--- config.mk ---
export PLATFORM = sky130hd
export DESIGN_NAME = alu_op_sequencer
export DESIGN_NICKNAME = d
export VERILOG_FILES = /design/src/rtl/alu_op_sequencer.sv
export SDC_FILE = /design/constraint.sdc
export NUM_CORES = 1
export LEC_CHECK = 0
export ABC_AREA = 1
export CAP_MARGIN = 20
export CORE_ASPECT_RATIO = 0.9
export CORE_MARGIN = 5
export CORE_UTILIZATION = 30
export CTS_CLUSTER_SIZE = 8
export DETAILED_ROUTE_END_ITERATION = 10
export GPL_TIMING_DRIVEN = 0
export HOLD_SLACK_MARGIN = 0.15
export PLACE_DENSITY = 0.56
export SETUP_SLACK_MARGIN = 0.15
export SLEW_MARGIN = 40
export SYNTH_ARGS = -nofsm -noshare
export SYNTH_HDL_FRONTEND = slang
export SYNTH_SLANG_ARGS = --single-unit
--- constraint.sdc ---
create_clock -name clock -period 4.85 [get_ports clock]
set_clock_uncertainty 0.1 [all_clocks]
set_input_delay 0.97 -clock clock [delete_from_list [all_inputs] [get_ports clock]]
set_output_delay 0.97 -clock clock [all_outputs]
set_load 0.005 [all_outputs]
--- src/rtl/alu_op_sequencer.sv ---
// Multi-cycle control sequencer for the single-bus ALU datapath: fetch (T0-T2) and
// execute (T3-T6). T4 is stretched for the MUL/DIV units.
module alu_op_sequencer #(
  parameter int unsigned MULDIV_CYCLES = 32,
  parameter int unsigned OPW           = 5
) (
  input  logic           clock,
  input  logic           clear,
  input  logic           run,
  input  logic [OPW-1:0] ir_op,
  input  logic           mem_ready,
  output logic [15:0]    ctrl,
  output logic [3:0]     alu_op,
  output logic [1:0]     reg_sel,
  output logic           busy,
  output logic           halted,
  output logic           illegal
);

  typedef enum logic [3:0] {
    StIdle, StT0, StT1, StT2, StT3, StT4, StT5, StT6, StHalt
  } state_t;

  localparam logic [7:0] CntLoad = 8'(MULDIV_CYCLES - 1);

  localparam int unsigned PcOut    = 0;
  localparam int unsigned MarIn    = 1;
  localparam int unsigned IncPc    = 2;
  localparam int unsigned ZIn      = 3;
  localparam int unsigned ZLowOut  = 4;
  localparam int unsigned PcIn     = 5;
  localparam int unsigned ReadB    = 6;
  localparam int unsigned MdrIn    = 7;
  localparam int unsigned MdrOut   = 8;
  localparam int unsigned IrIn     = 9;
  localparam int unsigned ROut     = 10;
  localparam int unsigned YIn      = 11;
  localparam int unsigned RIn      = 12;
  localparam int unsigned ZHighOut = 13;
  localparam int unsigned HiIn     = 14;
  localparam int unsigned LoIn     = 15;

  state_t         state_q;
  logic [7:0]     cnt_q;
  logic [OPW-1:0] op_q;
  logic           illegal_q;
  logic           op_muldiv;

  assign op_muldiv = (op_q == OPW'(6)) || (op_q == OPW'(7));

  always_ff @(posedge clock or posedge clear) begin
    if (clear) begin
      state_q   <= StIdle;
      cnt_q     <= 8'd0;
      op_q      <= '0;
      illegal_q <= 1'b0;
    end else begin
      illegal_q <= 1'b0;
      case (state_q)
        StIdle: if (run) state_q <= StT0;
        StT0:   state_q <= StT1;
        StT1:   if (mem_ready) state_q <= StT2;
        StT2:   state_q <= StT3;
        StT3: begin
          op_q <= ir_op;
          if (ir_op <= OPW'(12)) begin
            state_q <= StT4;
            cnt_q   <= CntLoad;
          end else if (ir_op == OPW'(31)) begin
            state_q <= StHalt;
          end else begin
            // Unused opcode executes as a NOP with a one-cycle flag.
            illegal_q <= 1'b1;
            state_q   <= run ? StT0 : StIdle;
          end
        end
        StT4: begin
          if (op_muldiv && (cnt_q != 8'd0)) cnt_q <= cnt_q - 8'd1;
          else                              state_q <= StT5;
        end
        StT5:   state_q <= op_muldiv ? StT6 : (run ? StT0 : StIdle);
        StT6:   state_q <= run ? StT0 : StIdle;
        StHalt: state_q <= StHalt;
        default: state_q <= StIdle;
      endcase
    end
  end

  // Moore decode: depends only on registered state and latched opcode.
  always_comb begin
    ctrl    = 16'h0000;
    alu_op  = 4'h0;
    reg_sel = 2'd0;
    busy    = (state_q != StIdle) && (state_q != StHalt);
    halted  = (state_q == StHalt);
    illegal = illegal_q;
    case (state_q)
      StT0: begin
        ctrl[PcOut] = 1'b1;
        ctrl[MarIn] = 1'b1;
        ctrl[IncPc] = 1'b1;
        ctrl[ZIn]   = 1'b1;
        alu_op      = 4'hD;
      end
      StT1: begin
        ctrl[ZLowOut] = 1'b1;
        ctrl[PcIn]    = 1'b1;
        ctrl[ReadB]   = 1'b1;
        ctrl[MdrIn]   = 1'b1;
      end
      StT2: begin
        ctrl[MdrOut] = 1'b1;
        ctrl[IrIn]   = 1'b1;
      end
      StT3: begin
        ctrl[ROut] = 1'b1;
        ctrl[YIn]  = 1'b1;
        reg_sel    = 2'd1;
      end
      StT4: begin
        ctrl[ROut] = 1'b1;
        ctrl[ZIn]  = 1'b1;
        reg_sel    = 2'd2;
        alu_op     = op_q[3:0];
      end
      StT5: begin
        ctrl[ZLowOut] = 1'b1;
        if (op_muldiv) ctrl[LoIn] = 1'b1;
        else           ctrl[RIn]  = 1'b1;
      end
      StT6: begin
        ctrl[ZHighOut] = 1'b1;
        ctrl[HiIn]     = 1'b1;
      end
      default: ;
    endcase
  end

endmodule

# Word level (Yosys, flattened, before mapping)
# Index checks and enable logic that the tools add are counted.
# Widths: inputs -> output; s select.
# classes
n_addsub	1
magnitude_cmp	1
n_eq_ne	17
muxes	28
n_reduce_logical	12
# ops
operator	count
$pmux 4 s9	1
$mux 4	6
$eq 4x3->1 const B	4
$mux 8	2
$pmux 8 s2	1
$mux 1	12
$eq 5x3->1 const B	2
$ne 2x2->1 const B	5
$eq 4x2->1 const B	2
$pmux 4 s2	1
$reduce_bool 8->1	1
$sub 8x1->8 const B	1
$mux 3	2
$reduce_and 3->1	2
$reduce_or 2->1	3
$eq 5x5->1 const B	1
$le 5x4->1 const B	1
$eq 4x1->1 const B	1
$eq 4x4->1 const B	1
$logic_not 4->1	1
$mux 2	2
$ne 4x4->1 const B	1
$pmux 2 s2	1
$reduce_bool 4->1	1
3 further kinds	4
# word_totals
reg_bits	18
input_bits	9
output_inout_bits	25
word_cells	63

# Logic depth before layout (Yosys ltp)
# Gate-level depths: netlist (run 1).
# depth
word_depth	5
mapped_depth	10
mapped_depth_nobuf	10

# Worst setup path before layout (run 1)
# OpenSTA, ideal clock, no wires.
# synth_timing
path_type	reg2out
start	register state_q[2]
end	output ctrl[1]
arrival_ps	1044
required_ps	3780
path_slack_ps	2736
stages_incl_launch_ff	5
n_path_buf	1
cell_sequence	dfrtp_1 inv_1 nand2_1 nor3_1 buf_4
# synth_via
elab_chain_len	2
# synth_rtl
element	line_no	rtl
from (decl)	43	state_t state_q;
from (signal assigned)	53	state_q <= StIdle;
from (signal assigned)	60	StIdle: if (run) state_q <= StT0;
from (signal assigned)	61	StT0: state_q <= StT1;
$eq 4x1->1	97	case (state_q)
$mux 3	97	
to (decl)	12	output logic [15:0] ctrl,
# No other way between the ends.

# Final worst setup path (run 1)
# layout_timing
start	register state_q[1]
end	output ctrl[6]
# layout_via
elab_chain_len	2
# layout_rtl
element	line_no
$eq 4x2->1	97
$mux 3	97
# No other way between the ends.

==> results of run 1 <==
## critical path: stages (launching register included)
cell and delay, ns:
dfrtp_1 0.53, nand2_2 0.13, nor2_1 0.30, buf_4 0.17, clkdlybuf4s50_1 0.49
## synth_stat cells, types with 2 or more instances
cell	number	area (sq um)
nand2_1	45	169
inv_1	29	109
nor2_1	24	90.1
dfrtp_1	18	450
o21ai_0	10	50.1
buf_4	7	52.6
o21ai_2	7	61.3
nand3_1	6	30.0
inv_2	4	15.0
nand2_4	4	45.0
nand2_2	3	18.8
nor3_1	3	15.0
xor2_1	3	26.3
a21oi_1	2	10.0
nand3_2	2	20.0
nand4_1	2	12.5
nor2_4	2	22.5
## per-layer routing
layer	share of wire	routed length (um)	GRT usage	up-vias
met1	0.50	1400	0.148	506
met3	0.066	186	0.0229	4
met4	0.012	34	0.0344	0
met5	0	0	0	-
met2	0.42	1190	0.166	26
li1	-	-	-	603
## final cells by class
type | instances | area, sq um
clock buffers | 4 | 55.1
repair buffers | 33 | 330
fillers | 435 | 2360
multi-input cells | 116 | 596
inverters | 33 | 124
plain buffers | 8 | 72.6
flip-flops and latches | 18 | 450
well taps | 48 | 60.1
## sequential cells by signal, summed over array words and instances, names as in the netlist
signal	cells
state_q	4
cnt_q	8
op_q	5
illegal	1
## cell families (layout without fill, tap and decap cells)
group,after synthesis,count (layout),synth area share
flops,18,18,0.363
buf+inv,41,78,0.158
simple gates,92,92,0.345
compound gates,20,20,0.103
xor+xnor,3,3,0.0212
fa+ha+maj,1,1,0.0101
## power by group through the flow
stage                     clock, mW  sequential (mW)  combinational, mW
after detailed placement          0            0.250              0.516
after global placement            0            0.251              0.514
after CTS                     0.129            0.248              0.518
after floorplan                   0            0.242              0.320
final                         0.124            0.249              0.507
after global routing          0.137            0.256              0.578
## per-stage QoR
step | util | total power, mW | setup WS, ns | instances | cell area [sq um]
after global routing | 0.417 | 0.970 | 1.80 | 260 | 1690
final | 0.417 | 0.881 | 1.91 | 260 | 1690
after CTS | 0.417 | 0.895 | 1.88 | 260 | 1690
after floorplan | - | 0.562 | 2.74 | 175 | 1240
after global placement | 0.404 | 0.765 | 2.13 | 256 | 1630
after detailed placement | 0.404 | 0.767 | 2.16 | 256 | 1630
## final timing paths
| kind | from | to | slack [ns] | cells after the start |
|---|---|---|---|---|
| setup / recovery | state_q[1] | ctrl[6] | 1.91 | 4 |
| hold / removal | op_q[0] | op_q[0] | 0.41 | 2 |
| setup reg to reg | cnt_q[0] | cnt_q[3] | 3.17 | 10 |
| hold reg to reg | op_q[0] | op_q[0] | 0.41 | 2 |
| max in group asynchronous | clear | cnt_q[0] | 3.38 | 2 |
| min in group asynchronous | clear | cnt_q[6] | 0.94 | 2 |
## placed cells by master, fill, tap and decap left out, drive strengths merged, types with 2 or more instances in the layout
| cell type | netlist | final |
|---|---|---|
| nand4 | 2 | 2 |
| clkbuf | 0 | 4 |
| clkdlybuf4s50 | 0 | 33 |
| nor2 | 27 | 27 |
| nor3 | 3 | 3 |
| dfrtp | 18 | 18 |
| nand3 | 8 | 8 |
| o21ai | 17 | 17 |
| xor2 | 3 | 3 |
| nand2 | 52 | 52 |
| a21oi | 2 | 2 |
| buf | 8 | 8 |
| inv | 33 | 32 |
==> impl_metrics.yaml, run 1 <==
final_layout:
  syn_to_final_growth_pct: 35.9
  diodes: 0
  drive_gt1_frac: 0.165
  nNetsFinal: 223
setup_path:
  worstPathRequired_ns: 3.78
  critical_path.max_fanout: 7
  critPathArrivalTime_ns: 1.87
  endpoint_kind: "output pin"
  critPathKind: "flip-flop to output pin"
  worstSetupStartpointType: "flip-flop"
timing:
  worst_pin_slew_ns: 0.684
  rsz0062_at_grt: "false"
  slew_viol_final: 0
  whs_ns: 0.407
  hold_viol: 0
  finalCritPeriodShare: 0.607
  timing.fmax_ghz: 0.340
  fin_crit_ns: 2.94
  relSlewSlack: 0.541
  fin_tns_setup_ns: 0
  finalSetupViolations: 0
power_and_ir_drop:
  intPower_mw: 0.532
  power_leakage_nw: 0.859
  power.switching_mw: 0.349
  clockPowerShare: 0.141
  sw_frac_of_total: 0.396
  p_seq_frac: 0.283
  pwr-share-comb: 0.576
  power.density_nw_per_um2: 522
  ir_drop_mv: 0.134
status:
  status: "completed"
grt:
  grtUsageTotal: 0.107
  first_global_vias: 1115
  antenna_found_initial: 0
  grt_max_degree: 19
  grt_pass1_wl_mm: 4.97
  overflow: 0
die:
  fp.dieArea_sq_um: 5530
  start_util: 0.307
  io_pins: 34
  coreArea_sq_um: 4050
  fp-row-count: 22
  fp.dieW_um: 77.8
  die_h_um: 71.1
routing:
  final_antenna_net_count: 0
  num_vias: 1139
  drc: 0
  wl_per_cell_um: 10.8
  drt_iter0_markers: 79
  dr.pass1.iters: 4
  vias_per_cell: 4.38
  wl_mm: 2.82
synthesis:
  yosysWarnings: 0
  syn-instance-count: 175
  syn-cell-area_sq_um: 1240
  synth-seq-cells: 18
  synth_edf_count: 0
  mappedNetlistNets: 185
  synth-seq-area-share: 0.363
  syn_avg_cell_area_sq_um: 7.10
  async_flop_share: 1.00
  ys_types: 21
  synthFlopType: "dfrtp_1"
cts:
  cts.sinks: 18
  cts_setup_buffers: 0
  cts_buffers: 3
  clk_path_buf_depth: 2
  h-tree-depth: 1
  cts_tree: "done"
  cts_hold_buf: 0
  cts_resized: 0
  clk_pin_slew_ns: 0.07
  clock_latency_ns: 0.25
  cts_root_buf: "clkbuf_8"
placed_design:
  gp_congestion: 0.798
  portBuffers: 33
  dp_hpwl_mm: 2.24
min_path:
  hold_path.class: "flip-flop to flip-flop"
job:
  maxCapViolations: 0
Note: power is estimated with default switching activity, not from simulation.
==> run 2: changes to the inputs <==
==> constraint.sdc (replaced) <==
create_clock -name clock -period 2.9 [get_ports clock]
set_clock_uncertainty 0.1 [all_clocks]
set_input_delay 0.58 -clock clock [delete_from_list [all_inputs] [get_ports clock]]
set_output_delay 0.58 -clock clock [all_outputs]
set_load 0.005 [all_outputs]
==> results of run 2 <==
Same layout as run 1 (identical final DEF). Status: completed.
Among the figures that moved: setup slack after placement 2.16 ns -> 0.598 ns; setup slack after layout 1.91 ns -> 0.347 ns; register-to-register setup slack 3.17 ns -> 1.22 ns; total power 0.881 mW -> 1.47 mW; worst IR drop on VDD 0.134 mV -> 0.223 mV
